[src/rtl/hazard_unit.sv]
// Pipeline hazard unit: branch flush, multicycle EX freeze, RAW stall, perf counters.
// Optional macro HAZARD_FORWARDING_EN: RAW stall only on load-use (EX forwards the rest).
module hazard_unit #(
  parameter int REG_ADDR_W  = 5,
  parameter int MUL_LATENCY = 4,
  parameter int CNT_W       = 32
) (
  input  logic                  clk,
  input  logic                  reset,
  input  logic [REG_ADDR_W-1:0] in_IFID_rs1,
  input  logic [REG_ADDR_W-1:0] in_IFID_rs2,
  input  logic                  in_IFID_uses_rs1,
  input  logic                  in_IFID_uses_rs2,
  input  logic [REG_ADDR_W-1:0] in_IDEX_rd,
  input  logic [REG_ADDR_W-1:0] in_EXMEM_rd,
  input  logic [REG_ADDR_W-1:0] in_MEMWB_rd,
  input  logic                  in_IDEX_write_enable,
  input  logic                  in_EXMEM_write_enable,
  input  logic                  in_MEMWB_write_enable,
  input  logic                  in_IDEX_mem_read,
  input  logic                  in_IDEX_multicycle,
  input  logic                  in_EXMEM_branch_taken,
  output logic                  out_stall_PC,
  output logic                  out_stall_IFID,
  output logic                  out_stall_IDEX,
  output logic                  out_flush_IFID,
  output logic                  out_flush_IDEX,
  output logic                  out_flush_EXMEM,
  output logic [CNT_W-1:0]      out_stall_cycles,
  output logic [CNT_W-1:0]      out_flush_events
);

  typedef enum logic [0:0] {RUN = 1'b0, BUSY = 1'b1} state_t;

  // The RUN cycle that launches the op is the first stall cycle, hence the -2.
  localparam logic [3:0]       BUSY_LOAD = 4'(MUL_LATENCY - 2);
  localparam logic [CNT_W-1:0] CNT_MAX   = {CNT_W{1'b1}};
  localparam logic [CNT_W-1:0] CNT_ONE   = {{(CNT_W-1){1'b0}}, 1'b1};

  state_t     state_r;
  state_t     state_next_s;
  logic [3:0] cnt_r;
  logic [3:0] cnt_next_s;
  logic       idex_hit_s;
  logic       exmem_hit_s;
  logic       memwb_hit_s;
  logic       load_use_s;
  logic       raw_s;
  logic       branch_s;
  logic       mc_stall_s;
  logic       raw_stall_s;
  logic [CNT_W-1:0] stall_cycles_r;
  logic [CNT_W-1:0] flush_events_r;

  function automatic logic rd_matches(input logic [REG_ADDR_W-1:0] rd,
                                      input logic                  we);
    logic hit1;
    logic hit2;
    hit1 = in_IFID_uses_rs1 && (rd == in_IFID_rs1);
    hit2 = in_IFID_uses_rs2 && (rd == in_IFID_rs2);
    return we && (rd != {REG_ADDR_W{1'b0}}) && (hit1 || hit2);
  endfunction

  assign idex_hit_s  = rd_matches(in_IDEX_rd,  in_IDEX_write_enable);
  assign exmem_hit_s = rd_matches(in_EXMEM_rd, in_EXMEM_write_enable);
  assign memwb_hit_s = rd_matches(in_MEMWB_rd, in_MEMWB_write_enable);
  assign load_use_s  = idex_hit_s && in_IDEX_mem_read;

`ifdef HAZARD_FORWARDING_EN
  assign raw_s = load_use_s;
`else
  // No forwarding and no register-file write-through: any in-flight producer blocks decode.
  assign raw_s = load_use_s || idex_hit_s || exmem_hit_s || memwb_hit_s;
`endif

  // State and multicycle countdown register.
  always_ff @(posedge clk) begin
    if (reset) begin
      state_r <= RUN;
      cnt_r   <= 4'd0;
    end else begin
      state_r <= state_next_s;
      cnt_r   <= cnt_next_s;
    end
  end

  // Next-state logic; a taken branch abandons any multicycle op in flight.
  always_comb begin
    state_next_s = state_r;
    cnt_next_s   = cnt_r;
    if (in_EXMEM_branch_taken) begin
      state_next_s = RUN;
      cnt_next_s   = 4'd0;
    end else begin
      case (state_r)
        RUN: begin
          if (in_IDEX_multicycle) begin
            state_next_s = BUSY;
            cnt_next_s   = BUSY_LOAD;
          end else begin
            state_next_s = RUN;
            cnt_next_s   = 4'd0;
          end
        end
        BUSY: begin
          if (cnt_r != 4'd0) begin
            cnt_next_s = cnt_r - 4'd1;
          end else begin
            state_next_s = RUN;
          end
        end
        default: begin
          state_next_s = RUN;
          cnt_next_s   = 4'd0;
        end
      endcase
    end
  end

  assign branch_s    = in_EXMEM_branch_taken;
  assign mc_stall_s  = !branch_s && (((state_r == RUN) && in_IDEX_multicycle) ||
                                     ((state_r == BUSY) && (cnt_r != 4'd0)));
  assign raw_stall_s = !branch_s && (state_r == RUN) && !in_IDEX_multicycle && raw_s;

  // Control outputs: exactly one action per cycle, all quiet while reset is high.
  always_comb begin
    out_stall_PC    = 1'b0;
    out_stall_IFID  = 1'b0;
    out_stall_IDEX  = 1'b0;
    out_flush_IFID  = 1'b0;
    out_flush_IDEX  = 1'b0;
    out_flush_EXMEM = 1'b0;
    if (reset) begin
      out_stall_PC = 1'b0;
    end else if (branch_s) begin
      out_flush_IFID  = 1'b1;
      out_flush_IDEX  = 1'b1;
      out_flush_EXMEM = 1'b1;
    end else if (mc_stall_s) begin
      out_stall_PC    = 1'b1;
      out_stall_IFID  = 1'b1;
      out_stall_IDEX  = 1'b1;
      out_flush_EXMEM = 1'b1;
    end else if (raw_stall_s) begin
      out_stall_PC   = 1'b1;
      out_stall_IFID = 1'b1;
      out_flush_IDEX = 1'b1;
    end else begin
      out_stall_PC = 1'b0;
    end
  end

  // Saturating performance counters.
  always_ff @(posedge clk) begin
    if (reset) begin
      stall_cycles_r <= {CNT_W{1'b0}};
      flush_events_r <= {CNT_W{1'b0}};
    end else begin
      if (out_stall_PC && (stall_cycles_r != CNT_MAX)) begin
        stall_cycles_r <= stall_cycles_r + CNT_ONE;
      end
      if (out_flush_IFID && (flush_events_r != CNT_MAX)) begin
        flush_events_r <= flush_events_r + CNT_ONE;
      end
    end
  end

  assign out_stall_cycles = stall_cycles_r;
  assign out_flush_events = flush_events_r;

endmodule

[config.mk]
export PLATFORM = sky130hd
export DESIGN_NAME = hazard_unit
export DESIGN_NICKNAME = d
export VERILOG_FILES = /design/src/rtl/hazard_unit.sv
export SDC_FILE = /design/constraint.sdc
export NUM_CORES = 1
export LEC_CHECK = 0
export CAP_MARGIN = 10
export CORE_ASPECT_RATIO = 2
export CORE_MARGIN = 4
export CORE_UTILIZATION = 40
export DETAILED_ROUTE_END_ITERATION = 8
export PLACE_DENSITY_LB_ADDON = 0.3
export SETUP_SLACK_MARGIN = 0.5
export SYNTH_ARGS = -nofsm -noshare
export SYNTH_HDL_FRONTEND = slang
export SYNTH_SLANG_ARGS = --single-unit
[constraint.sdc]
create_clock -name clk -period 2 [get_ports clk]
set_input_delay 0.2 -clock clk [delete_from_list [all_inputs] [get_ports clk]]
set_output_delay 0.2 -clock clk [all_outputs]
set_load 0.1 [all_outputs]
==> impl_metrics.py <==
metrics = {
    "status": {
        "outcome": "complete, but fails checks",
        "violations": "setup timing",
    },
    "timing": {
        "fin_crit_sh": 1.15,
        "skew_ns": 0.00537,
        "fmax_mhz": 434,
        "rsz0062_at_grt": "yes",
        "fin_crit_ns": 2.30,
        "maxSlewViolCount": 0,
        "hold_violations": 0,
        "timing.hold.ws_ns": 0.106,
        "maxSlewHeadroom": 0.426,
        "setup_ws_ns": -0.302,
        "finalSetupViolCount": 36,
        "worst_pin_slew_ns": 0.861,
    },
    "synthesis": {
        "syn-cell-area_um2": 3800,
        "synth_top_cell_area_share": 0.364,
        "postSynthRegisterBits": 69,
        "yosysSeqAreaShare": 0.364,
        "yosys-top-cells-area": "dfxtp_1 36%, xnor2_1 9.7%, nor2_1 5.8%",
        "syn-num-nets": 484,
        "synth_area_per_cell_um2": 8.51,
        "synth_edf_count": 0,
        "synthTopCellsByCount": "69 x dfxtp_1, 59 x nor2_1, 42 x xnor2_1",
        "synth_warnings": 0,
        "yosysUniqueCellTypes": 42,
        "yosysMostFrequentCell": "dfxtp_1",
        "synth_ff_type": "dfxtp_1",
        "yosys.area.top_type": "dfxtp_1",
        "synth_cells": 446,
        "synthArstFlopShare": 0,
    },
    "floorplan": {
        "die_y_um": 146,
        "pin_count": 105,
        "core-area_um2": 9320,
        "start_util": 0.407,
        "die_x_um": 76.9,
        "dieArea_um2": 11200,
        "num_rows": 50,
    },
    "grt": {
        "grt_use_met1": 0.204,
        "top_usage_layer": "met2",
        "use_met3": 0.0390,
        "grt_pass1_vias": 4407,
        "grt_max_degree": 78,
        "globalRouteMet2Util": 0.454,
        "grt_pass1_wl_mm": 20.7,
        "grt.total_usage": 0.229,
        "grt-ovfl-total": 0,
        "grt_antenna_before_repair": 1,
    },
    "hold_path": {
        "min-delay-start": "reset",
        "hold_class": "in -> reg",
        "min_to": "cnt_r[1]",
        "holdPathStages": 2,
    },
    "drt": {
        "drt-total-wl_mm": 13.2,
        "drtAntennaViolNets": 0,
        "first_pass_iters": 4,
        "drcViolationCount": 0,
        "drtIter0Drc": 226,
        "wl_per_cell_um": 17.5,
        "vias_per_cell": 5.44,
        "vias": 4113,
    },
    "setup_path": {
        "ff2ff_setup_slack_ns": -0.30,
        "cp_max_fo": 5,
        "critPathKind": "reg -> reg",
        "rr_worst_depth": 10,
        "cp-end-kind": "register",
        "timing.rr.end": "out_stall_cycles[27]",
        "crit_arrival_ns": 2.52,
        "reg2reg_from": "cnt_r[0]",
        "cp-start-kind": "register",
        "crit_required_ns": 2.22,
    },
    "clock_tree": {
        "ctsHoldBuffers": 0,
        "cts_tree": "done",
        "cts_sinks": 69,
        "clockBufferDepth": 2,
        "clock-root-buffer": "clkbuf_16",
        "cts_buffers": 9,
        "h-tree-depth": 3,
        "clk_latency_ns": 0.33,
        "clkTransAtPathRegs_ns": 0.05,
    },
    "finish": {
        "fin_area_um2": 6790,
        "drive_above_1_share": 0.591,
        "nets": 684,
        "synthToLayoutAreaGrowth_pct": 78.7,
    },
    "placed_design": {
        "io_buffer_count": 103,
        "dp_hpwl_mm": 9.00,
        "gp_congestion": 0.913,
        "post_dp_cell_area_um2": 5630,
    },
    "job": {
        "cap_violations": 0,
    },
    "power": {
        "p_leak_nw": 2.85,
        "powerDensity_nw_per_um2": 510,
        "peakVddDrop_mv": 0.510,
    },
}
-- layout by cell type (no fill, tap or decap), types with 4 or more instances in the layout --
cell type / n
buf_2: 13
xor2_1: 25
a31o_4: 4
nand3_2: 10
mux2i_1: 6
nand2b_1: 5
dfxtp_4: 30
and3_1: 18
and4_1: 5
clkbuf_16: 9
nor2_1: 53
buf_4: 136
nor2_4: 4
buf_6: 27
clkdlybuf4s50_1: 6
mux2_4: 11
xnor2_2: 8
a21oi_2: 8
dfxtp_1: 4
a211oi_2: 6
nand3_1: 9
and3_4: 9
buf_8: 5
dlygate4sd2_1: 5
nand2_2: 7
inv_1: 8
xnor2_1: 34
dfxtp_2: 35
nand4_1: 24
nor3_1: 4
buf_12: 11
nor2b_1: 12
nand2_1: 17
and4_4: 4
-- layout make-up --
| class | instances | area, um2 |
|---|---|---|
| Clock buffer | 11 | 243 |
| Inverter | 12 | 48.8 |
| Timing Repair Buffer | 210 | 1910 |
| Antenna cell | 1 | 2.50 |
| Tap cell | 104 | 130 |
| Multi-Input combinational cell | 344 | 2860 |
| Clock inverter | 5 | 50.0 |
| Fill cell | 636 | 2540 |
| Sequential cell | 69 | 1540 |
-- metrics by stage --
step | setup slack, ns | TNS (ns) | total power [W] | cells | util
floorplan | -0.314 | -7.62 | 0.00164 | 446 | -
global placement | -0.604 | -17.52 | 0.00183 | 701 | 0.604
detailed placement | -0.717 | -21.37 | 0.00183 | 701 | 0.604
CTS | -0.319 | -7.81 | 0.00345 | 741 | 0.694
global route | -0.379 | -10.37 | 0.00356 | 756 | 0.728
finish | -0.302 | -7.07 | 0.00346 | 756 | 0.728
-- cell families after synthesis --
kind of cell | share of synthesized area
buffers and inverters | 0.0399
multiplexers | 0.0544
AO/OA/AOI/OAI | 0.0755
flip-flops | 0.364
XOR/XNOR | 0.155
adder cells (fa/ha/maj) | 0.00989
AND/OR/NAND/NOR | 0.302
-- critical path, stage by stage, from the launching register on --
cell and delay [ns]:
dfxtp_2 0.33, inv_2 0.05, ha_4 0.15, nor3b_4 0.15, a21o_1 0.17, or3_4 0.38, a21oi_4 0.26, buf_12 0.15
buf_16 0.11, nand4_1 0.12, mux2_4 0.32
-- where the power goes --
part / internal, W / switching (W)
registers: 0.00135 / 0.0000110
clock network: 0.000988 / 0.000591
logic: 0.000245 / 0.000281
total: 0.00258 / 0.000883
-- metal layers --
layer  up-vias  wire, um  share of wire
met5         -         0              0
met4         0       580          0.044
met3        45       469          0.035
met2        99      7770           0.59
met1      2007      4420           0.33
li1       1962         -              -
-- sequential cells by signal, summed over array words and instances (netlist names) --
register,cells
out_stall_cycles,32
cnt_r,4
state_r,1
out_flush_events,32
-- worst max-delay path by stage --
stage | startpoint | to | slack, ns | cells past startpoint
6_report | cnt_r[0] | out_stall_cycles[27] | -0.30 | 10
2_1_floorplan | out_stall_cycles[18] | out_stall_cycles[27] | -0.31 | 9
3_5_place_dp | in_EXMEM_rd[1] | out_stall_cycles[8] | -0.72 | 11
5_1_grt | cnt_r[0] | out_stall_cycles[27] | -0.38 | 10
3_3_place_gp | in_EXMEM_rd[1] | out_stall_cycles[8] | -0.60 | 11
4_1_cts | cnt_r[0] | out_stall_cycles[15] | -0.32 | 10
-- what timing repair did --
item / in CTS / in global routing
setup buffers: 21 / 14
gates cloned: 3 / 0
pin swaps: 67 / 39
endpoints found under the setup margin: 71 / 71
gates resized for setup: 162 / 49
(Power assumes the default switching activity.)
